`config.mk`:
```
export PLATFORM = sky130hd
export DESIGN_NAME = cache_refill_ctrl
export DESIGN_NICKNAME = d
export VERILOG_FILES = /design/src/rtl/cache_refill_ctrl.sv
export SDC_FILE = /design/constraint.sdc
export NUM_CORES = 1
export LEC_CHECK = 0
export ABC_AREA = 1
export BUFFER_PORTS_ARGS = -buffer_cell sky130_fd_sc_hd__buf_2
export CAP_MARGIN = 20
export CORE_MARGIN = 5
export CORE_UTILIZATION = 43
export DETAILED_ROUTE_END_ITERATION = 10
export PLACE_DENSITY = 0.81
export SETUP_SLACK_MARGIN = 0.1
export SLEW_MARGIN = 20
export SYNTH_ARGS = -nofsm -noshare
export SYNTH_HDL_FRONTEND = slang
export SYNTH_SLANG_ARGS = --single-unit
```
`constraint.sdc`:
```
create_clock -name clk -period 2.1 [get_ports clk]
set_input_delay 0.63 -clock clk [delete_from_list [all_inputs] [get_ports clk]]
set_output_delay 0.63 -clock clk [all_outputs]
set_load 0.1 [all_outputs]
```
`src/rtl/cache_refill_ctrl.sv`:
```
// Cache line refill controller: optional dirty-victim writeback followed by a
// line fill, one word per acked bus cycle over a simple req/ack memory port.
module cache_refill_ctrl #(
    parameter int unsigned BLOCK_SIZE = 16,
    localparam int unsigned N  = BLOCK_SIZE / 4,
    localparam int unsigned IW = $clog2(N)
) (
    input  logic          clk,
    input  logic          rst,
    input  logic          miss_req,
    input  logic [31:0]   miss_addr,
    input  logic          victim_dirty,
    input  logic [31:0]   victim_addr,
    output logic [IW-1:0] victim_rd_idx,
    input  logic [31:0]   victim_rd_data,
    output logic          fill_we,
    output logic [IW-1:0] fill_idx,
    output logic [31:0]   fill_data,
    output logic [31:0]   fill_addr,
    output logic          mem_req,
    output logic          mem_we,
    output logic [31:0]   mem_addr,
    output logic [31:0]   mem_wdata,
    input  logic          mem_ack,
    input  logic [31:0]   mem_rdata,
    output logic          busy,
    output logic          done
);

    typedef enum logic [1:0] {StIdle, StWb, StFill, StDone} state_t;

    localparam logic [31:0]   OffsMask = 32'(BLOCK_SIZE - 1);
    localparam logic [IW-1:0] LastIdx  = IW'(N - 1);

    state_t        state_q, state_d;
    logic [IW-1:0] k_q, k_d;
    logic [31:0]   miss_base_q, miss_base_d;
    logic [31:0]   victim_base_q, victim_base_d;
    logic          fill_we_q, fill_we_d;
    logic [IW-1:0] fill_idx_q, fill_idx_d;
    logic [31:0]   fill_data_q, fill_data_d;
    logic [31:0]   word_offs;

    assign word_offs = 32'(k_q) << 2;

    // Next-state, word counter and bus outputs; acks only count while mem_req is high.
    always_comb begin
        state_d       = state_q;
        k_d           = k_q;
        miss_base_d   = miss_base_q;
        victim_base_d = victim_base_q;
        fill_we_d     = 1'b0;
        fill_idx_d    = '0;
        fill_data_d   = '0;
        victim_rd_idx = '0;
        mem_req       = 1'b0;
        mem_we        = 1'b0;
        mem_addr      = '0;
        mem_wdata     = '0;
        unique case (state_q)
            StIdle: begin
                if (miss_req) begin
                    miss_base_d   = miss_addr & ~OffsMask;
                    victim_base_d = victim_addr & ~OffsMask;
                    k_d           = '0;
                    state_d       = victim_dirty ? StWb : StFill;
                end
            end
            StWb: begin
                mem_req       = 1'b1;
                mem_we        = 1'b1;
                mem_addr      = victim_base_q + word_offs;
                victim_rd_idx = k_q;
                mem_wdata     = victim_rd_data;
                if (mem_ack) begin
                    if (k_q == LastIdx) begin
                        k_d     = '0;
                        state_d = StFill;
                    end else begin
                        k_d = k_q + IW'(1);
                    end
                end
            end
            StFill: begin
                mem_req  = 1'b1;
                mem_addr = miss_base_q + word_offs;
                if (mem_ack) begin
                    fill_we_d   = 1'b1;
                    fill_idx_d  = k_q;
                    fill_data_d = mem_rdata;
                    if (k_q == LastIdx) begin
                        k_d     = '0;
                        state_d = StDone;
                    end else begin
                        k_d = k_q + IW'(1);
                    end
                end
            end
            StDone: begin
                state_d = StIdle;
            end
            default: begin
                state_d = StIdle;
            end
        endcase
    end

    // State and registered fill-port outputs; reset abandons any transfer.
    always_ff @(posedge clk) begin
        if (rst) begin
            state_q       <= StIdle;
            k_q           <= '0;
            miss_base_q   <= '0;
            victim_base_q <= '0;
            fill_we_q     <= 1'b0;
            fill_idx_q    <= '0;
            fill_data_q   <= '0;
        end else begin
            state_q       <= state_d;
            k_q           <= k_d;
            miss_base_q   <= miss_base_d;
            victim_base_q <= victim_base_d;
            fill_we_q     <= fill_we_d;
            fill_idx_q    <= fill_idx_d;
            fill_data_q   <= fill_data_d;
        end
    end

    assign fill_we   = fill_we_q;
    assign fill_idx  = fill_idx_q;
    assign fill_data = fill_data_q;
    assign fill_addr = fill_we_q ? miss_base_q : 32'd0;
    assign busy      = (state_q != StIdle);
    assign done      = (state_q == StDone);

endmodule

```
==> results.md, run 1 <==
- Cell taking the most area after synthesis: dfxtp_1
- Placed cell areas: 7570 sq um
- Psw: 5.97 mW
- Area of the core: 9680 sq um
- CTS tree: yes
- Sequential share of power: 21.2%
- Peak VDD IR: 0.883 mV
- Routed WL: 17500 microns
- Root buf cell: clkbuf_8
- Site Rows: 36
- Routed length per placed instance: 17.0 microns
- Synth Register Bits: 95
- PwrDens: 1380 nW/um^2
- CTS Buf Count: 9
- Post-route cell area: 8190 sq um
- Gr ovfl total: 0
- Fillers: 482
- Fin crit period: 2.35 ns
- Antenna violations before repair: 2
- 1st-iter DRT viols: 329
- First-pass GRT wire length: 24900 microns
- H-tree Lvls: 3
- GR Util All Layers: 27.0%
- Final GP Congestion: 0.843
- I/O pin count: 270
- Synth Warn #: 0
- DRC: 0
- Final setup TNS: -12.66 ns
- Skew-Pair Late Insertion Delay: 0.35 ns
- Worst Setup Path Type: flip-flop to output port
- CP startpoint kind: flip-flop
- Vias per cell: 4.90
- Hold Path Class: primary input to flip-flop
- Cell internal pwr: 5.31 mW
- Synthesized area per cell: 6.62 sq um
- Vias in the first global route: 5007
- Final Hold Vio Count: 0
- Largest net degree at the start of global routing: 57
- Status: complete, but fails checks
- Fmax: 0.425 GHz
- Synth-to-layout area growth: 93.8%
- Vias: 5060
- Synthesized instance count: 638
- Max_cap viols: 0
- Final Cycle Share: 112%
- Post-route ant nets: 0
- Initial Util: 43.6%
- Layout net count: 1034
- Critical Path AT: 1.72 ns
- Sequential element share of the synthesized area: 45.0%
- PortBufs: 255
- Post-Synthesis Cell Area: 4230 sq um
- Crit path capture type: output port
- First-pass detailed-route iteration total: 5
- HPWL after DPL: 12100 microns
- Unrepaired setup endpoints after global routing: true
- Layout cell share with drive strength beyond 1: 48.1%
- Clock share of power: 11.6%
- Worst-path clk slew: 0.10 ns
- Most frequent cells in the layout: buf_2, nor2_1, buf_12, nand2_1, dfxtp_1
- Failing checks: setup timing
- Net Sw Frac: 52.9%
- Comb power frac: 67.1%
- Overall die width: 109 microns
- Synth top area cells: dfxtp_1, nor2_1, nand2_1
- Final Slew Violations: 0
- Unique masters post-synth: 18
- Die Footprint: 11900 sq um
- Clock Skew: 0.0116 ns
- Leakage: 3.63 nW
- Required @ worst endpoint: 1.47 ns
- Most common cell after layout, fill and taps aside: buf_2
- Synth top area share: 45.0%
- Hold WS: 0.479 ns
- Largest fanout on the critical path: 14
- Finish-stage setup viols: 64
- Clock Tree Buf Depth: 2
- Die Ht: 109 microns
- Worst setup margin: -0.251 ns
- Clk sink count: 95
[power groups by stage]
| stage | Combinational, mW | Sequential, mW | Clock, mW |
|---|---|---|---|
| after global routing | 7.87 | 2.43 | 1.42 |
| after global placement | 6.67 | 2.40 | 0 |
| after floorplan | 4.62 | 2.59 | 0 |
| final | 7.57 | 2.40 | 1.31 |
| after detailed placement | 6.79 | 2.42 | 0 |
| after CTS | 7.09 | 2.38 | 1.32 |
[metrics by stage]
step / worst slack [ns] / util [%] / total power [mW] / cells
2_1_floorplan: -0.494 / - / 7.21 / 643
3_3_place_gp: 0.0915 / 78.2 / 9.07 / 1003
3_5_place_dp: 0.0654 / 78.2 / 9.22 / 1003
4_1_cts: -0.240 / 82.8 / 10.8 / 1026
5_1_grt: -0.324 / 84.6 / 11.7 / 1032
6_report: -0.251 / 84.6 / 11.3 / 1032
[worst paths after layout]
check                         start                end  slack [ns]  depth (start not counted)
hold reg to reg   victim_base_q[12]  victim_base_q[12]        0.49                          2
setup reg to reg         state_q[0]             k_q[0]        0.32                          9
setup / recovery         state_q[0]       mem_wdata[7]       -0.25                          7
hold / removal        mem_rdata[17]      fill_data[17]        0.48                          3
[what timing repair did]
action                                  CTS  global route
resized for setup                        34            17
gates cloned                              0             4
endpoints found under the setup margin   95            78
pin swaps                                 1             0
hold buffers                              0             0
setup buffers                             7             1
[critical path, stage by stage, from the launching register on]
cell and delay, ns:
dfxtp_4 0.37, buf_12 0.13, ha_4 0.19, buf_12 0.16, buf_12 0.15, nand2_2 0.08, clkinvlp_4 0.11, buf_12 0.18
[synthesized netlist by cell type]
cell type  count
o21ai_0       18
nor3b_1        1
ha_1           8
nand3_1        5
nor2_1       158
nand2_1      130
clkbuf_1      12
dfxtp_1       95
inv_2          3
conb_1         1
nand2_2        1
buf_6          6
o21ai_1       41
buf_2         19
nor3_1         2
a21oi_1       28
inv_1        104
buf_4          6
[state kept, by name (all words and copies together) (netlist names)]
signal         flops
fill_data         32
miss_base_q       28
victim_base_q     28
fill_idx           2
k_q                2
state_q            2
fill_we            1
[metal layers]
metal  vias to the layer above  wire (microns)  GRT usage, %
met5                         -               8             0
met4                         2             454          8.66
met3                        42            1710          8.17
met2                       264            9150          49.3
met1                      2366            6190          29.7
li1                       2386               -             -
[logic make-up after synthesis]
logic type / share of synthesized area [%]
DFF: 45.0
buffers and inverters: 15.5
adders and majority gates: 2.37
other: 0.0888
AOI/OAI and AO/OA: 10.3
and+or+nand+nor: 26.7
[final cells by class]
type	instances	area (sq um)	share of cell area [%]
Clock buffer	10	149	1.82
Antenna cell	1	2.50	0.0306
Inverter	107	612	7.47
Tap cell	133	166	2.03
Multi-Input combinational cell	398	2240	27.4
Timing Repair Buffer	282	3030	37.0
Clock inverter	6	72.6	0.886
Sequential cell	95	1910	23.4
Note: power is estimated with default switching activity, not from simulation.
==> inputs of run 2 (changes only) <==
--- a/config.mk
+++ b/config.mk
@@ -5,13 +5,14 @@
 export SDC_FILE = /design/constraint.sdc
 export NUM_CORES = 1
 export LEC_CHECK = 0
-export ABC_AREA = 1
+export ABC_AREA = 0
 export BUFFER_PORTS_ARGS = -buffer_cell sky130_fd_sc_hd__buf_2
 export CAP_MARGIN = 20
 export CORE_MARGIN = 5
-export CORE_UTILIZATION = 43
+export CORE_UTILIZATION = 42
 export DETAILED_ROUTE_END_ITERATION = 10
-export PLACE_DENSITY = 0.81
+export GPL_ROUTABILITY_DRIVEN = 0
+export PLACE_DENSITY = 0.8
 export SETUP_SLACK_MARGIN = 0.1
 export SLEW_MARGIN = 20
 export SYNTH_ARGS = -nofsm -noshare
==> results.md, run 2 <==
- Most common cell after layout, fill and taps aside: buf_2
- Area of the core: 9640 sq um (-0.47%)
- Final Cycle Share: 113% (+0.89 points)
- HPWL after DPL: 11200 microns (-7.3%)
- Clock Skew: 0.0103 ns (-0.00126 ns)
- Fillers: 520 (+7.9%)
- H-tree Lvls: 3 (unchanged)
- Routed WL: 18000 microns (+3.0%)
- Post-route cell area: 8070 sq um (-1.4%)
- Clock Tree Buf Depth: 2 (unchanged)
- Placed cell areas: 7040 sq um (-7.0%)
- First-pass GRT wire length: 25300 microns (+1.6%)
- Layout net count: 907 (-12%)
- Flop-to-flop setup slack: 0.36 ns (+0.04 ns)
- Synth top area share: 46.6% (+1.6 points)
- Primary FF master, synth: dfxtp_1
- Worst Setup Path Type: flip-flop to output port
- PortBufs: 255 (unchanged)
- Final Slew Violations: 0 (unchanged)
- Multi-input gate area: 2530 sq um (+13%)
- Final Hold Vio Count: 0 (unchanged)
- Antenna violations before repair: 2 (unchanged)
- Synth cell count leaders: nand2_1, and2_1, dfxtp_1
- Worst-path clk slew: 0.09 ns (about the same)
- Die Ht: 109 microns (-0.49%)
- Synthesized instance count: 499 (-22%)
- Vias: 4678 (-7.5%)
- Worst setup margin: -0.270 ns (-0.0186 ns)
- Cell taking the most area after synthesis: dfxtp_1
- Required @ worst endpoint: 1.47 ns (about the same)
- Fmax: 0.422 GHz (-0.79%)
- Critical Path AT: 1.74 ns (+0.02 ns)
- Post-Synthesis Cell Area: 4080 sq um (-3.4%)
- Hold Path Class: primary input to flip-flop
- FF+latch area: 1910 sq um (unchanged)
- Synthesized area per cell: 8.18 sq um (+24%)
- Synth top area cells: dfxtp_1, and2_1, nand2_1
- Root buf cell: clkbuf_8
- Synth Warn #: 0 (unchanged)
- Largest fanout on the critical path: 5 (-9)
- CTS Buf Count: 9 (unchanged)
- Skew-Pair Late Insertion Delay: 0.36 ns (about the same)
- CP startpoint kind: flip-flop
- Synth Register Bits: 95 (unchanged)
- Hold-fix buffers, CTS: 0 (unchanged)
- CTS tree: yes
- Post-route ant nets: 0 (unchanged)
- Post-synthesis async set-or-reset flop share: 0% (unchanged)
- Non-Filler Instances: 907 (-12%)
- DRC: 0 (unchanged)
- Synth-to-layout area growth: 97.7%
- Max_cap viols: 0 (unchanged)
- Status: complete, but fails checks
- Routed length per placed instance: 19.9 microns (+17%)
- Gr ovfl total: 0 (unchanged)
- Site Rows: 36 (unchanged)
- Crit path capture type: output port
- 1st-iter DRT viols: 197 (-40%)
- Most frequent cells in the layout: buf_2, nand2_1, dfxtp_1, buf_12, a21oi_1
- Layout cell share with drive strength beyond 1: 56.7% (+8.6 points)
- PwrDens: 1150 nW/um^2 (-16%)
- Die Footprint: 11800 sq um (-0.97%)
- GR Util All Layers: 27.6% (+0.67 points)
- Vias per cell: 5.16 (+5.2%)
- Vias in the first global route: 4882 (-2.5%)
- First-pass detailed-route iteration total: 4 (-1)
- Leakage: 3.49 nW (-3.8%)
- Failing checks: setup timing
- Clk sink count: 95 (unchanged)
- Unique masters post-synth: 26 (+8)
- EDFF count, synth: 0 (unchanged)
- Finish-stage setup viols: 64 (unchanged)
- Top-count cell post-synth: nand2_1
- Fin crit period: 2.37 ns (+0.0186 ns)
- Peak VDD IR: 0.704 mV (-20%)
- Placed insts: 862 (-14%)
- Largest net degree at the start of global routing: 46 (-19%)
- Unrepaired setup endpoints after global routing: true
- Worst slack at placement: 0.0200 ns (-0.0454 ns)
- Max reg flops: 32 (unchanged)
- Overall die width: 109 microns (-0.49%)
- Initial Util: 42.4% (-1.3 points)
- Sequential element share of the synthesized area: 46.6% (+1.6 points)
- I/O pin count: 270 (unchanged)
run 2: cell types whose count changed after synthesis, sizes merged, moves of 29 or more:
cell | before | now
nor2 | 158 | 3
inv | 107 | 5
and2 | 0 | 95
o21ai | 59 | 4
a21oi | 28 | 58
nor2b | 0 | 29
run 2: power by group:
group,total (mW),switching (mW),internal (mW)
Clock,1.21,0.626,0.584
Sequential,2.28,0.213,2.07
Combinational,5.83,3.43,2.39
run 2: kinds of logic (layout without fill, tap and decap cells):
kind of cell | count (synthesis) | after routing | synth area share (%)
DFF | 95 | 95 | 46.6
and+or+nand+nor | 249 | 249 | 30.9
other | 1 | 9 | 0.0919
muxes | 2 | 2 | 0.490
buffers and inverters | 48 | 315 | 5.67
adders and majority gates | 8 | 8 | 2.45
AOI/OAI and AO/OA | 96 | 96 | 13.8
run 2: area by class of cell:
cell class / instances / share of cell area, %
diodes: 3 / 0.0930
clock buffers: 11 / 1.75
clock inverters: 5 / 0.713
inverters: 5 / 0.356
multi-input cells: 361 / 31.3
flip-flops and latches: 95 / 23.7
well taps: 133 / 2.06
repair buffers: 294 / 40.0
run 2: what timing repair did:
action | 4_1_cts | 5_1_grt
gates resized for setup | 94 | 17
cloned | 6 | 6
pin swaps | 22 | 18
buffers inserted | 12 | 2
setup endpoints to repair | 82 | 88
run 2: worst paths after layout:
path / start / endpoint / cells past startpoint
worst max register to register: state_q[0] / k_q[0] / 6
worst max-delay path: state_q[1] / mem_addr[17] / 7
worst min-delay path: mem_rdata[27] / fill_data[27] / 2
worst min register to register: victim_base_q[20] / victim_base_q[20] / 2
run 2: critical path: stages (launching register included):
cell     delay (ns)
dfxtp_4        0.38
inv_6          0.04
ha_4           0.19
buf_6          0.15
buf_16         0.14
a22oi_2        0.23
nor2b_4        0.08
buf_12         0.17
run 2: layer usage:
metal	global-route usage [%]	routed length, microns
met5	0	0
met4	13.8	933
met3	6.27	1320
met2	50.1	9540
met1	30.1	6250
run 2: metrics by stage:
step | total power [mW] | setup TNS, ns | hold slack, ns | utilization [%]
after global placement | 6.96 | 0 | 0.443 | 73.0
after CTS | 8.98 | -12.49 | 0.452 | 81.4
after global routing | 9.64 | -18.23 | 0.448 | 83.7
after detailed placement | 7.05 | 0 | 0.450 | 73.0
final | 9.32 | -14.03 | 0.468 | 83.7
after floorplan | 5.62 | -6.31 | 0.434 | -
==> inputs of run 3 (changes only) <==
--- a/config.mk
+++ b/config.mk
@@ -5,16 +5,17 @@
 export SDC_FILE = /design/constraint.sdc
 export NUM_CORES = 1
 export LEC_CHECK = 0
-export ABC_AREA = 0
+export ABC_AREA = 1
 export BUFFER_PORTS_ARGS = -buffer_cell sky130_fd_sc_hd__buf_2
 export CAP_MARGIN = 20
 export CORE_MARGIN = 5
-export CORE_UTILIZATION = 42
+export CORE_UTILIZATION = 43
 export DETAILED_ROUTE_END_ITERATION = 10
 export GPL_ROUTABILITY_DRIVEN = 0
-export PLACE_DENSITY = 0.8
+export PLACE_DENSITY = 0.81
 export SETUP_SLACK_MARGIN = 0.1
 export SLEW_MARGIN = 20
 export SYNTH_ARGS = -nofsm -noshare
 export SYNTH_HDL_FRONTEND = slang
 export SYNTH_SLANG_ARGS = --single-unit
+export TNS_END_PERCENT = 10
==> results.md, run 3 (synthesis results as in run 1) <==
- Status: complete, but fails checks
- Failing checks: setup timing
- Hold Path Sink: fill_data[17]
- PortBufs: 255 (unchanged)
- CTS Buf Count: 9 (unchanged)
- Worst setup margin: -0.249 ns (+0.0203 ns)
- Area of the core: 9680 sq um (+0.47%)
- Tot Pwr: 11.3 mW (+21%)
- Fmax: 0.426 GHz (+0.86%)
- Most frequent cells in the layout: buf_2, nor2_1, nand2_1, buf_12, dfxtp_1
- Routed WL: 17200 microns (-4.7%)
- Largest net degree at the start of global routing: 57 (+24%)
- Psw: 5.82 mW (+36%)
- Clock Tree Buf Depth: 2 (unchanged)
- Worst Hold Launch: mem_rdata[17]
- Layout cell share with drive strength beyond 1: 42.7% (-14 points)
- Worst hold stages: 3 (+1)
- Die Footprint: 11900 sq um (+0.98%)
- I/O pin count: 270 (unchanged)
- Required @ worst endpoint: 1.47 ns (about the same)
- Antenna violations before repair: 0 (-2)
- First-pass GRT wire length: 24500 microns (-3.0%)
- R2R Path End: k_q[1]
- Sequential share of power: 21.3% (-3.2 points)
- HPWL after DPL: 11600 microns (+3.4%)
- Clk sink count: 95 (unchanged)
- DRC: 0 (unchanged)
- GR Util All Layers: 26.6% (-1.1 points)
- CP startpoint kind: flip-flop
- Final setup TNS: -12.14 ns (+1.89 ns)
- Finish-stage setup viols: 65 (+1.6%)
- Root buf cell: clkbuf_8
- Die Ht: 109 microns (+0.49%)
- Synth-to-layout area growth: 91.3%
- First-pass detailed-route iteration total: 6 (+2)
- Slew @ Worst Pin: 0.525 ns
- Fin crit period: 2.35 ns (-0.0203 ns)
- Layout Utilization: 83.5% (-0.29 points)
- R2R Path Start: state_q[0]
- Initial Util: 43.6% (+1.3 points)
- Worst-path clk slew: 0.10 ns (about the same)
- Site Rows: 36 (unchanged)
- Final Slew Violations: 0 (unchanged)
- Largest fanout on the critical path: 11 (+6)
- Vias: 5067 (+8.3%)
- Post-route cell area: 8080 sq um (+0.12%)
- Vias per cell: 4.88 (-5.4%)
- PwrDens: 1400 nW/um^2 (+21%)
- CTS tree: yes
- Clock Skew: 0.0100 ns (-0.000297 ns)
- Slew HR: 65.3%
- Post-route ant nets: 0 (unchanged)
- Cell internal pwr: 5.48 mW (+8.7%)
- Unrepaired setup endpoints after global routing: true
- Vias in the first global route: 4947 (+1.3%)
- Final Hold Vio Count: 0 (unchanged)
- Routed length per placed instance: 16.5 microns (-17%)
- Overall die width: 109 microns (+0.49%)
- Crit path capture type: output port
- Critical Path AT: 1.72 ns (-0.02 ns)
- Gr ovfl total: 0 (unchanged)
- Skew-Pair Late Insertion Delay: 0.35 ns (about the same)
- Comb power frac: 66.9% (+4.4 points)
- Hold Path Class: primary input to flip-flop
- Clock share of power: 11.8% (-1.2 points)
- H-tree Lvls: 3 (unchanged)
- Peak VDD IR: 1.35 mV (+92%)
- Max_cap viols: 0 (unchanged)
- Hold-fix buffers, CTS: 0 (unchanged)
- Placed cell areas: 7450 sq um (+5.8%)
- Net Sw Frac: 51.5% (+5.7 points)
- Worst-case reg-to-reg path depth: 8 (+2)
- Leakage: 4.08 nW (+17%)
- Worst Setup Path Type: flip-flop to output port
- Flop-to-flop setup slack: 0.52 ns (+0.16 ns)
- 1st-iter DRT viols: 223 (+13%)
- Final Cycle Share: 112% (-0.97 points)
- Max reg flops: 32 (unchanged)
- Layout net count: 1042 (+15%)
- Most common cell after layout, fill and taps aside: buf_2
==> run 3: cell count changes in the layout (fill, tap and decap cells not counted), moves of 10 or more <==
cell,before,now
o21ai_0,3,18
nor2b_4,28,0
a22oi_2,28,0
nand2_2,1,11
buf_12,91,104
inv_2,0,24
a21oi_1,58,0
and2_1,36,0
a21oi_4,0,28
o21ai_1,0,41
and2_4,55,0
nor2_1,1,157
inv_1,3,79
==> run 3: routing by layer <==
layer | vias up | part of all wire [%] | global-route usage [%]
li1 | 2411 | - | -
met1 | 2390 | 36 | 29.7
met2 | 213 | 53 | 47.4
met3 | 53 | 6.8 | 5.62
met4 | 0 | 4.0 | 13.4
met5 | - | 0 | 0
==> run 3: power by group through the flow <==
| stage | clock network, mW | logic (mW) | registers [mW] |
|---|---|---|---|
| 6_report | 1.34 | 7.57 | 2.41 |
| 3_3_place_gp | 0 | 6.54 | 2.38 |
| 4_1_cts | 1.35 | 7.20 | 2.38 |
| 2_1_floorplan | 0 | 4.36 | 2.59 |
| 5_1_grt | 1.43 | 7.88 | 2.44 |
| 3_5_place_dp | 0 | 6.65 | 2.40 |
==> run 3: what timing repair did <==
action,in CTS,in global routing
setup buffers,7,4
setup endpoints to repair,67,67
gates resized for setup,58,18
gates cloned,3,3
pin swaps,1,4
==> run 3: worst max-delay path by stage <==
| stage | slack [ns] | to | start | cells after the start |
|---|---|---|---|---|
| after global placement | 0.07 | mem_addr[2] | state_q[1] | 6 |
| after floorplan | -0.49 | mem_addr[2] | state_q[0] | 5 |
| after detailed placement | 0.02 | mem_addr[2] | state_q[1] | 6 |
| after CTS | -0.23 | mem_addr[10] | state_q[1] | 6 |
| after global routing | -0.31 | mem_addr[10] | state_q[1] | 6 |
| final | -0.25 | mem_addr[7] | state_q[1] | 6 |
==> run 3: per-stage QoR <==
stage               setup WS [ns]  std cells  hold WS [ns]
floorplan                  -0.494        643         0.454
global placement           0.0685       1006         0.464
detailed placement         0.0223       1006         0.472
CTS                        -0.235       1031         0.468
global route               -0.308       1038         0.458
finish                     -0.249       1039         0.472
==> run 3: layout make-up <==
| type | instances | area (sq um) |
|---|---|---|
| Timing Repair Buffer | 290 | 3240 |
| Sequential cell | 95 | 1910 |
| Clock inverter | 6 | 93.8 |
| Fill cell | 561 | 1600 |
| Clock buffer | 9 | 124 |
| Inverter | 107 | 422 |
| Tap cell | 133 | 166 |
| Multi-Input combinational cell | 398 | 2120 |
| Antenna cell | 1 | 2.50 |
==> run 3: critical path, stage by stage (launching register included) <==
cell       delay, ns
dfxtp_4         0.38
inv_6           0.08
ha_4            0.23
clkbuf_16       0.20
nand2_1         0.09
a21oi_4         0.18
buf_12          0.19
